<file path="config.mk">
export PLATFORM = sky130hd
export DESIGN_NAME = uart_cmd_master_flat
export DESIGN_NICKNAME = d
export VERILOG_FILES = /design/src/rtl/uart_cmd_master_if.sv /design/src/rtl/uart_cmd_master.sv /design/src/flat_wrapper.sv
export SDC_FILE = /design/constraint.sdc
export NUM_CORES = 1
export LEC_CHECK = 0
export ABC_AREA = 0
export CAP_MARGIN = 20
export CORE_MARGIN = 3
export CORE_UTILIZATION = 50
export DETAILED_ROUTE_END_ITERATION = 16
export PLACE_DENSITY = 0.75
export SKIP_LAST_GASP = 1
export SYNTH_ARGS = -nofsm -noshare
export SYNTH_HDL_FRONTEND = slang
export SYNTH_SLANG_ARGS = --single-unit
</file>
<file path="constraint.sdc">
create_clock -name clk -period 1.6 [get_ports clk]
set_input_delay 0.32 -clock clk [delete_from_list [all_inputs] [get_ports clk]]
set_output_delay 0.32 -clock clk [all_outputs]
set_load 0.005 [all_outputs]
</file>
<file path="src/rtl/uart_cmd_master_if.sv">
// Command request, serial tx line and ack/result signals of uart_cmd_master.
// The master modport is the uart_cmd_master side; slave is the requester/test side.
interface uart_cmd_master_if;
    logic       cmd_valid;
    logic [1:0] cmd_sel;
    logic       cmd_ready;
    logic       tx;
    logic       rx_done;
    logic [7:0] rx_data;
    logic       done;
    logic       fail;

    modport master (
        input  cmd_valid, cmd_sel, rx_done, rx_data,
        output cmd_ready, tx, done, fail
    );

    modport slave (
        output cmd_valid, cmd_sel, rx_done, rx_data,
        input  cmd_ready, tx, done, fail
    );
endinterface

</file>
<file path="src/rtl/uart_cmd_master.sv">
// Serializes LED/control command bytes on tx and waits for the 0x6B ack from uart_rx.
// Optional macro CMD_RETRY_EN: on ack timeout retransmit up to MAX_RETRIES times before fail.
module uart_cmd_master #(
    parameter int unsigned BAUD_RATE   = 4,
    parameter int unsigned PARITY      = 0,
    parameter int unsigned ACK_TIMEOUT = 2400,
    parameter int unsigned MAX_RETRIES = 3
) (
    input logic               clk,
    input logic               reset,
    uart_cmd_master_if.master bus
);

    localparam int unsigned BaudW    = (BAUD_RATE > 1) ? $clog2(BAUD_RATE) : 1;
    localparam int unsigned ToW      = (ACK_TIMEOUT > 1) ? $clog2(ACK_TIMEOUT) : 1;
    localparam logic [BaudW-1:0] BaudLast = BaudW'(BAUD_RATE - 1);
    localparam logic [ToW-1:0]   ToLast   = ToW'(ACK_TIMEOUT - 1);
    localparam logic [7:0]       AckByte  = 8'h6B;

    typedef enum logic [2:0] {
        StIdle,
        StStart,
        StData,
        StPar,
        StStop,
        StWaitAck
    } state_e;

    state_e           state_q, state_d;
    logic [BaudW-1:0] baud_q, baud_d;
    logic [2:0]       bit_q, bit_d;
    logic [ToW-1:0]   to_q, to_d;
    logic [7:0]       data_q, data_d;
    logic             ack_cmd_q, ack_cmd_d;
    logic             done_q, done_d;
    logic             fail_q, fail_d;
    logic [7:0]       cmd_byte;
    logic             baud_end;
    logic             tx;

`ifdef CMD_RETRY_EN
    localparam int unsigned RetryW = (MAX_RETRIES > 0) ? $clog2(MAX_RETRIES + 1) : 1;
    localparam logic [RetryW-1:0] RetryMax = RetryW'(MAX_RETRIES);

    logic [RetryW-1:0] retry_q, retry_d;

    always_ff @(posedge clk) begin
        if (reset) begin
            retry_q <= '0;
        end else begin
            retry_q <= retry_d;
        end
    end
`endif

    always_comb begin
        unique case (bus.cmd_sel)
            2'd0: cmd_byte = 8'h2A;
            2'd1: cmd_byte = 8'h93;
            2'd2: cmd_byte = 8'hC3;
            2'd3: cmd_byte = AckByte;
        endcase
    end

    assign baud_end = (baud_q == BaudLast);

    always_ff @(posedge clk) begin
        if (reset) begin
            state_q   <= StIdle;
            baud_q    <= '0;
            bit_q     <= '0;
            to_q      <= '0;
            data_q    <= '0;
            ack_cmd_q <= 1'b0;
            done_q    <= 1'b0;
            fail_q    <= 1'b0;
        end else begin
            state_q   <= state_d;
            baud_q    <= baud_d;
            bit_q     <= bit_d;
            to_q      <= to_d;
            data_q    <= data_d;
            ack_cmd_q <= ack_cmd_d;
            done_q    <= done_d;
            fail_q    <= fail_d;
        end
    end

    always_comb begin
        state_d   = state_q;
        baud_d    = baud_q;
        bit_d     = bit_q;
        to_d      = to_q;
        data_d    = data_q;
        ack_cmd_d = ack_cmd_q;
        done_d    = 1'b0;
        fail_d    = 1'b0;
`ifdef CMD_RETRY_EN
        retry_d   = retry_q;
`endif
        unique case (state_q)
            StIdle: begin
                if (bus.cmd_valid) begin
                    data_d    = cmd_byte;
                    ack_cmd_d = (bus.cmd_sel == 2'd3);
                    baud_d    = '0;
                    bit_d     = '0;
`ifdef CMD_RETRY_EN
                    retry_d   = '0;
`endif
                    state_d   = StStart;
                end
            end
            StStart: begin
                baud_d = baud_end ? '0 : baud_q + 1'b1;
                if (baud_end) begin
                    bit_d   = '0;
                    state_d = StData;
                end
            end
            StData: begin
                baud_d = baud_end ? '0 : baud_q + 1'b1;
                if (baud_end) begin
                    bit_d = bit_q + 1'b1;
                    if (bit_q == 3'd7) begin
                        state_d = (PARITY != 0) ? StPar : StStop;
                    end
                end
            end
            StPar: begin
                baud_d = baud_end ? '0 : baud_q + 1'b1;
                if (baud_end) begin
                    state_d = StStop;
                end
            end
            StStop: begin
                baud_d = baud_end ? '0 : baud_q + 1'b1;
                if (baud_end) begin
                    // The ack byte itself is never acknowledged by the far end.
                    if (ack_cmd_q) begin
                        done_d  = 1'b1;
                        state_d = StIdle;
                    end else begin
                        to_d    = '0;
                        state_d = StWaitAck;
                    end
                end
            end
            StWaitAck: begin
                to_d = to_q + 1'b1;
                // Ack is checked first so it wins over a coincident timeout.
                if (bus.rx_done && (bus.rx_data == AckByte)) begin
                    to_d    = '0;
                    done_d  = 1'b1;
                    state_d = StIdle;
                end else if (to_q == ToLast) begin
                    to_d = '0;
`ifdef CMD_RETRY_EN
                    if (retry_q < RetryMax) begin
                        retry_d = retry_q + 1'b1;
                        baud_d  = '0;
                        bit_d   = '0;
                        state_d = StStart;
                    end else begin
                        fail_d  = 1'b1;
                        state_d = StIdle;
                    end
`else
                    fail_d  = 1'b1;
                    state_d = StIdle;
`endif
                end
            end
            default: state_d = StIdle;
        endcase
    end

    always_comb begin
        tx = 1'b1;
        unique case (state_q)
            StStart: tx = 1'b0;
            StData:  tx = data_q[bit_q];
            StPar:   tx = ^data_q;
            default: tx = 1'b1;
        endcase
    end

    assign bus.tx        = tx;
    assign bus.cmd_ready = (state_q == StIdle) && !reset;
    assign bus.done      = done_q;
    assign bus.fail      = fail_q;

endmodule

</file>
<file path="src/flat_wrapper.sv">
// flat-port wrapper written by rule: the top's interface ports become plain ports
module uart_cmd_master_flat 
#(
    parameter int unsigned BAUD_RATE   = 4,
    parameter int unsigned PARITY      = 0,
    parameter int unsigned ACK_TIMEOUT = 2400,
    parameter int unsigned MAX_RETRIES = 3
)
  (clk, reset, bus_cmd_valid, bus_cmd_sel, bus_rx_done, bus_rx_data, bus_cmd_ready, bus_tx, bus_done, bus_fail);
  uart_cmd_master_if bus_i ();
  input logic clk;
  input logic reset;
  input wire logic [$bits(bus_i.cmd_valid)-1:0] bus_cmd_valid;
  input wire logic [$bits(bus_i.cmd_sel)-1:0] bus_cmd_sel;
  input wire logic [$bits(bus_i.rx_done)-1:0] bus_rx_done;
  input wire logic [$bits(bus_i.rx_data)-1:0] bus_rx_data;
  output wire logic [$bits(bus_i.cmd_ready)-1:0] bus_cmd_ready;
  output wire logic [$bits(bus_i.tx)-1:0] bus_tx;
  output wire logic [$bits(bus_i.done)-1:0] bus_done;
  output wire logic [$bits(bus_i.fail)-1:0] bus_fail;
  assign bus_i.cmd_valid = bus_cmd_valid;
  assign bus_i.cmd_sel = bus_cmd_sel;
  assign bus_i.rx_done = bus_rx_done;
  assign bus_i.rx_data = bus_rx_data;
  assign bus_cmd_ready = bus_i.cmd_ready;
  assign bus_tx = bus_i.tx;
  assign bus_done = bus_i.done;
  assign bus_fail = bus_i.fail;
  uart_cmd_master #(.BAUD_RATE(BAUD_RATE), .PARITY(PARITY), .ACK_TIMEOUT(ACK_TIMEOUT), .MAX_RETRIES(MAX_RETRIES)) u_core (.clk(clk), .reset(reset), .bus(bus_i));
endmodule
</file>
-- Word level (Yosys, flattened, before mapping)
Index checks and enable logic that the tools add are counted.
- word-level logic and storage cells: 80
- bits in registers: 31
- output and inout bits: 4
- input bits: 14
- mux-type cells: 31
- reductions and logical operators: 16
- add/sub/neg operators: 3
- order comparisons: 1
- bitwise gates (word level): 1
- equal/unequal tests: 20
- operators with widths (operator ; count):
    two-way mux 12 bit ; 4
    two-way mux 3 bit ; 12
    case mux 8 bit (4 select lines) ; 1
    case mux 12 bit (2 select lines) ; 1
    case mux 3 bit (6 select lines) ; 1
    adder 12 x 1 -> 12 bit, second input constant ; 1
    equality test 12 bit, second input constant ; 1
    != test 2 x 1 -> 1 bit, second input constant ; 5
    equality test 3 bit, second input constant ; 3
    case mux 3 bit (3 select lines) ; 1
    equality test 8 x 7 -> 1 bit, second input constant ; 1
    XOR reduction 8 bit ; 1
    AND reduction 7 bit ; 1
    equality test 2 bit, second input constant ; 3
    equality test 3 x 2 -> 1 bit, second input constant ; 2
    two-way mux 1 bit ; 5
    < comparator 3 x 4 -> 1 bit, second input constant ; 1
    two-way mux 2 bit ; 2
    != test 2 bit, second input constant ; 2
    case mux 2 bit (2 select lines) ; 1
    AND reduction 2 bit ; 2
    AND reduction 4 bit ; 1
    nonzero test 2 bit ; 2
    OR reduction 4 bit ; 1
    16 further kinds ; 17

-- Longest topological paths before layout
Gate-level depths: netlist (run 1).
- depth after elaboration: 4
- depth in mapped cells: 7
- mapped depth without buffers: 6

-- Least setup slack after synthesis (run 1)
No wires, ideal clock.
- path kind: register -> register
- start: register u_core.to_q[0]
- end: register u_core.state_q[0]
- buffers on the path: 1
- setup time: 72 ps
- setup slack: -60 ps
- data required time: 1528 ps
- data arrival time: 1588 ps
- stages on the path, launching flop included: 7
- period minus slack after synthesis: 1660 ps
- path through: dfxtp_1 ha_1 nand3_2 or3_1 buf_2 a221oi_2 mux2i_1
- cells in the longest elaborated chain, start to end: 3
- ends and longest elaborated chain (item ; RTL line ; RTL):
    start: declaration ; uart_cmd_master.sv:32 ; logic [ToW-1:0] to_q, to_d;
    start signal: assignment ; uart_cmd_master.sv:81 ; to_q <= to_d;
    equality test 12 bit ; uart_cmd_master.sv:156 ; end else if (to_q == ToLast) begin
    != test 3 x 1 -> 1 bit (no source line) ; -- ;
    AND reduction 7 bit (no source line) ; -- ;
    end signal: assignment ; uart_cmd_master.sv:69 ; state_q <= StIdle;
    end signal: assignment ; uart_cmd_master.sv:78 ; state_q <= state_d;
    end: declaration ; uart_cmd_master.sv:29 ; state_e state_q, state_d;
No other way between the ends.
A chain may end at the register's enable or synchronous reset.

-- Worst setup path after layout (run 1)
- start: register u_core.data_q[7]
- end: output port bus_tx
- cells in the longest elaborated chain, start to end: 3
- elaborated cells between the ends (all ways): 4
- those cells by class: 3 x mux; 1 x reduce/logical
- ends and longest elaborated chain (item ; RTL line ; RTL):
    start: declaration ; uart_cmd_master.sv:33 ; logic [7:0] data_q, data_d;
    start signal: assignment ; uart_cmd_master.sv:82 ; data_q <= data_d;
    binary-select mux 1 bit (select 3 bit) ; uart_cmd_master.sv:182 ; StData: tx = data_q[bit_q];
    two-way mux 1 bit (not written as such) ; uart_cmd_master.sv:182 ;
    case mux 1 bit (3 select lines) * ; uart_cmd_master.sv:180 ; unique case (state_q)
    end: declaration ; flat_wrapper.sv:18 ; output wire logic [$bits(bus_i.tx)-1:0] bus_tx;
Every way passes the cells marked *; elsewhere a longest branch is shown, timed or not. The select of a mux whose other input is x is not followed.

==> impl_results.md, run 1 <==
* Status: complete, but fails checks
* Failing checks: setup timing
* Reg2Reg Setup Slack at -0.19 ns
* Drt initial violations at 166
* Crit path max fanout at 3
* Slowest cell on crit path: xnor3_1
* Crit path arrival time at 1.66 ns
* Synthesis-to-layout area growth at 44.6%
* CTS Buffer Depth at 2
* Max_cap viols at 0
* Fmax at 504 MHz
* Port Buffers at 17
* Hold worst-path end: u_core.data_q[7]
* Clock transition at path regs at 0.09 ns
* Total Wirelength at 5.32 mm
* CP cell instances: xnor3_1 -> xnor2_1 -> o21ai_0 -> a21o_1 -> buf_2
* Die W at 65.5 um
* H-tree levels at 2
* R2R Path End: u_core.state_q[0]
* Syn nets at 238
* Cell taking the most area after synthesis: dfxtp_1
* First-pass GRT wire length at 8.60 mm
* Async SR Flop Fraction at 0%
* Diode count at 0
* Avg WL per Cell at 16.4 um
* Post-route cell area at 2560 um2
* Final ANT Viol Nets at 0
* Number of flops mapped to enable cells by yosys at 0
* Relative slew margins at 77.3%
* Detailed Place HPWL at 3.52 mm
* Main synth FF type: dfxtp_1
* Top cell family by delay on the critical path: XOR/XNOR gates
* Synth cell count leaders: dfxtp_1 (29), nand2_1 (26), a21oi_1 (14), nor2_1 (14), nand3_1 (12)
* Final Setup Violations at 7
* CP max stage delay at 0.39 ns
* Yosys cell types at 51
* DRC errors left at 0
* CP required at 1.28 ns
* IO Pins at 18
* Core area at 3200 um2
* GRT Util Overall at 26.1%
* Hold Violations, Final at 0
* Worst-Skew Late Latency at 0.34 ns
* WP buf/inv at 1
* Leak pwr at 1.00 nW
* Share of cells above drive strength 1 at 36.7%
* Worst Setup Slack, final at -0.384 ns
* CTS tree: yes
* YS warnings at 0
* Initial antenna violation count at 0
* Max-slew violations at 0
* Die footprint at 4290 um2
* FF-to-FF Start: u_core.bit_q[0]
* Final setup skew at 0.00276 ns
* Grt total ovfl at 0
* Worst-Margin Slew at 0.341 ns
* Netlist Area Pre-Place at 1770 um2
* FF+latch count, synth at 29
* Period utilisation layout at 124%
* Most frequent cell after synthesis: dfxtp_1
* Initial Util at 55.2%
* Sequential share of the synthesized area at 32.8%
* Pre-Repair DR Iteration Count at 4
* Largest cells by area after synthesis: dfxtp_1 (33%), ha_1 (5.7%), nand2_1 (5.5%)
* Worst VDD drop at 525 uV
* Largest net degree at the start of global routing at 29
* Placed Area at 2290 um2
* Vias per cell at 6.01
* Setup CP Type: reg2out
* Hold Path Stages at 2
* Synth top area share at 32.8%
* Unrepaired setup endpoints after global routing: yes
* Num CTS Buffers at 5
* Routed vias at 1953
* PwrDens at 619 nW/um2
* Syn_area_per_cell at 8.19 um2
* R2R depth at 9
* Clk sinks at 29
* Vias in the first global route at 1918
* Root Buffer: clkbuf_4
* GP Congestion at 0.865
* CP endpoint kind: output pin
* Post-layout min period at 1.98 ns
* HP Class: reg2reg
* Row cnt at 20
* Post-Route Utilization at 79.8%
* Nature of the critical path startpoint: flip-flop
* Height of the chip at 65.5 um
* Hold_sp: u_core.data_q[7]
* Final nets at 302
* Cells after synthesis at 216
[cell type report]
class | count | area (um2)
fillers | 214 | 646
clock inverters | 1 | 5.00
multi-input cells | 166 | 1240
repair buffers | 71 | 564
well taps | 44 | 55.1
inverters | 7 | 26.3
flip-flops and latches | 29 | 601
clock buffers | 7 | 65.1
[per-layer routing]
layer  global-route usage, %  up-vias  wire length (um)
li1                        -      934                 -
met1                    29.4      912              2160
met2                    44.9       88              2560
met3                    7.69       19               423
met4                    11.9        0               181
met5                       0        -                 0
[report_power, final]
| group | internal, mW | switching [mW] |
|---|---|---|
| combinational | 0.157 | 0.144 |
| sequential | 0.742 | 0.0203 |
| clock | 0.254 | 0.265 |
| total | 1.15 | 0.429 |
[layout by cell type (no fill, tap or decap), types with 2 or more instances in the layout]
master           synthesis  routed
inv_1                    7       7
or4b_1                   4       3
o21ai_0                  4       4
clkbuf_8                 0       2
mux2_2                   2       2
dfxtp_2                  0      10
buf_2                    7       2
and3_1                   2       2
dfxtp_4                  0       2
nand3_1                 12      12
nand4b_1                 2       2
nor2b_1                  2       2
clkdlybuf4s50_1          0       8
nor2_1                  14      14
xnor2_1                  3       3
a21oi_1                 14      12
a21oi_2                  0       2
o211ai_1                 4       4
or3_1                    4       3
ha_4                     0       2
ha_1                     8       4
nor3_1                  10       9
a31oi_1                  5       4
a21o_1                   3       3
a211oi_1                 3       3
dlygate4sd2_1            0       7
a31oi_4                  0       2
ha_2                     0       2
buf_4                    0      52
nand2b_1                 2       2
nor4_1                   2       2
and2_1                   2       2
clkbuf_4                 0       5
nand2_1                 26      25
nand4_1                  8       8
dfxtp_1                 29      17
nand3b_1                 2       2
buf_6                    0       2
[worst reg2reg max path, delay by kind of cell, from the launching register on]
kind	cells	cell delay [ns]
buf+inv	3	0.42
fa+ha+maj	2	0.33
mux	1	0.13
flops	1	0.34
compound gates	3	0.44
[through the flow]
stage	instances	hold slack [ns]	setup TNS, ns	power [mW]	setup slack, ns
5_1_grt	325	0.520	-1.39	1.66	-0.493
2_1_floorplan	216	0.443	0	0.925	0.0113
4_1_cts	322	0.473	-0.397	1.57	-0.348
3_5_place_dp	309	0.467	-4.03	1.06	-0.501
3_3_place_gp	309	0.467	-3.46	1.05	-0.367
6_report	325	0.476	-0.825	1.58	-0.384
[cell families after synthesis]
group | after synthesis | synth area share, %
fa+ha+maj | 8 | 5.66
xor+xnor | 4 | 2.76
mux | 4 | 3.11
compound gates | 47 | 18.5
buf+inv | 21 | 4.95
flops | 29 | 32.8
simple gates | 103 | 32.2
[worst max path at each step]
stage                     startpoint              to  slack [ns]  depth (start not counted)
finish              u_core.data_q[7]          bus_tx       -0.38                          5
global placement      bus_rx_data[7]  u_core.to_q[9]       -0.37                          5
detailed placement    bus_rx_data[7]  u_core.to_q[7]       -0.50                          5
floorplan           u_core.baud_q[0]  u_core.to_q[8]        0.01                          7
global route        u_core.data_q[7]          bus_tx       -0.49                          5
CTS                 u_core.data_q[7]          bus_tx       -0.35                          5
[registers in the layout (all words and copies together) (netlist names)]
name,flops
u_core.data_q,6
u_core.state_q,3
u_core.to_q,12
u_core.bit_q,3
u_core.ack_cmd_q,1
u_core.bus.done,1
u_core.baud_q,2
u_core.bus.fail,1
[repair_timing]
item                       4_1_cts  5_1_grt
gates resized for setup         29       23
pin swaps                        9       10
hold buffers                     0        0
setup endpoints to repair        9       18
hold endpoints to repair         0        0
setup buffers                    5        3
Note: power is estimated with default switching activity, not from simulation.
==> run 2: changes to the inputs <==
--- a/config.mk
+++ b/config.mk
@@ -10,8 +10,11 @@
 export CORE_MARGIN = 3
 export CORE_UTILIZATION = 50
 export DETAILED_ROUTE_END_ITERATION = 16
-export PLACE_DENSITY = 0.75
+export DONT_BUFFER_PORTS = 1
+export MAX_ROUTING_LAYER = met4
+export PLACE_DENSITY = 0.69
 export SKIP_LAST_GASP = 1
+export SLEW_MARGIN = 30
 export SYNTH_ARGS = -nofsm -noshare
 export SYNTH_HDL_FRONTEND = slang
 export SYNTH_SLANG_ARGS = --single-unit
==> impl_results.md, run 2 (synthesis results as in run 1) <==
* Largest net degree at the start of global routing at 30 (+3.4%)
* PwrDens at 644 nW/um2 (+4.1%)
* Die footprint at 4290 um2 (unchanged)
* Fillcell total at 285 (+33%)
* Unrepaired setup endpoints after global routing: yes
* Core area at 3200 um2 (unchanged)
* H-tree levels at 2 (unchanged)
* Status: complete, but fails checks
* Highest-count cells in the layout ignoring fill and taps: buf_4 (32), nand2_1 (26), dfxtp_1 (18), nor2_1 (14), a21oi_1 (13)
* Most flop-heavy register: u_core.to_q
* Initial Util at 55.2% (unchanged)
* Detailed Place HPWL at 3.00 mm (-15%)
* Row cnt at 20 (unchanged)
* Synthesis-to-layout area growth at 24.0%
* Clock transition at path regs at 0.09 ns (about the same)
* Placement Setup Slack at -0.0181 ns (+0.482 ns)
* Top Metal Used: met4
* Grt total ovfl at 0 (unchanged)
* Worst-Skew Late Latency at 0.33 ns (about the same)
* Final nets at 266 (-12%)
* DR WL met2 at 2.24 mm (-12%)
* Pre-Repair DR Iteration Count at 4 (unchanged)
* Post-layout min period at 1.82 ns (-0.166 ns)
* Power, Total at 1.41 mW (-11%)
* Placed Area at 2010 um2 (-12%)
* Setup CP Type: reg2out
* Hold Violations, Final at 0 (unchanged)
* Initial antenna violation count at 0 (unchanged)
* CP required at 1.28 ns (about the same)
* CP endpoint kind: output pin
* Max reg flops at 12 (unchanged)
* Crit path arrival time at 1.50 ns (-0.16 ns)
* CTS tree: yes
* Routed wl met3 at 151 um (-64%)
* Max-slew violations at 0 (unchanged)
* Period utilisation layout at 114% (-10 points)
* Avg WL per Cell at 15.0 um (-8.5%)
* HP Class: in2reg
* Root Buffer: clkbuf_4
* Met1 Wirelength at 1.85 mm (-14%)
* Die W at 65.5 um (unchanged)
* Drt initial violations at 173 (+4.2%)
* Port Buffers at 0 (-17)
* Final cell count without fillers at 289 (-11%)
* Top Registers: u_core.to_q x12, u_core.data_q x6
* DRC errors left at 0 (unchanged)
* Area of the multi-input gates at 1180 um2 (-4.7%)
* IO Pins at 18 (unchanged)
* Vias in the first global route at 1554 (-19%)
* Clk sinks at 29 (unchanged)
* First-pass GRT wire length at 7.07 mm (-18%)
* Share of cells above drive strength 1 at 28.6% (-8.1 points)
* CTS Buffer Depth at 2 (unchanged)
* Final Setup Violations at 1 (-6)
* Nature of the critical path startpoint: flip-flop
* Final ANT Viol Nets at 0 (unchanged)
* GP Congestion at 0.897 (+3.8%)
* Final setup skew at 0.00630 ns (+0.00354 ns)
* Relative slew margins at 76.6% (-0.67 points)
* Crit path max fanout at 2 (-1)
* Failing checks: setup timing
* Sequential cell area at 599 um2 (-0.21%)
* Num CTS Buffers at 5 (unchanged)
* Routed vias at 1733 (-11%)
* GRT Util Overall at 21.8% (-4.2 points)
* Hold Slack at 0.0466 ns (-0.429 ns)
* Vias per cell at 6.00 (-0.21%)
* Placed cells at 275 (-11%)
* Max_cap viols at 0 (unchanged)
* Post-route cell area at 2190 um2 (-14%)
* Fmax at 550 MHz (+9.1%)
* Worst Setup Slack, final at -0.218 ns (+0.166 ns)
* Commonest non-fill, non-tap cell in the layout: buf_4
* Diode count at 0 (unchanged)
* Height of the chip at 65.5 um (unchanged)
* Worst-Margin Slew at 0.350 ns (+0.00936 ns)
* CTS Hold Bufs at 0 (unchanged)
* Total Wirelength at 4.33 mm (-19%)
* Leak pwr at 0.815 nW (-19%)
* Worst VDD drop at 452 uV (-14%)
==> run 2: layer usage <==
layer / track usage (%) / up-vias
met3: 6.15 / 9
met2: 37.2 / 33
met5: - / -
met1: 24.7 / 830
li1: - / 861
met4: 7.25 / 0
==> run 2: what timing repair did <==
item                       in CTS  in global routing
setup endpoints to repair       5                 12
buffers inserted                1                  5
pin swaps                       6                  5
gates resized for setup        12                 17
==> run 2: power by group <==
| group | internal, mW | total (mW) | switching [mW] |
|---|---|---|---|
| Sequential | 0.740 | 0.759 | 0.0192 |
| Clock | 0.175 | 0.433 | 0.258 |
| Combinational | 0.112 | 0.221 | 0.109 |
==> run 2: cell type report <==
type	count	share of cell area, %
sequential	29	27.3
multi-input combinational	166	53.9
clock buffer	8	2.22
tap	44	2.51
timing repair buffer	35	12.9
inverter	7	1.20
==> run 2: path summary, 6_finish.rpt <==
path / start / endpoint / slack [ns] / depth (start not counted)
max: u_core.bit_q[0] / bus_tx / -0.22 / 4
min: reset / u_core.bit_q[1] / 0.05 / 1
max reg2reg: u_core.bit_q[0] / u_core.state_q[0] / 0 / 8
min reg2reg: u_core.data_q[5] / u_core.data_q[5] / 0.48 / 2
==> run 2: critical path, cell delays in order, from the launching register on <==
cell and delay, ns:
dfxtp_2 0.35, mux4_2 0.49, nand2_1 0.07, o2111ai_1 0.09, a21o_1 0.18
==> run 2: stage by stage <==
stage / setup TNS, ns / util (%)
2_1_floorplan: 0 / -
3_3_place_gp: 0 / 62.7
4_1_cts: -0.331 / 65.6
3_5_place_dp: -0.0227 / 62.7
6_report: -0.218 / 68.5
5_1_grt: -0.472 / 68.5
==> run 3: changes to the inputs <==
--- a/config.mk
+++ b/config.mk
@@ -6,6 +6,7 @@
 export NUM_CORES = 1
 export LEC_CHECK = 0
 export ABC_AREA = 0
+export ABC_CLOCK_PERIOD_IN_PS = 1600
 export CAP_MARGIN = 20
 export CORE_MARGIN = 3
 export CORE_UTILIZATION = 50
==> results of run 3 <==
The final DEF is identical to that of run 2; final timing and power are the same.
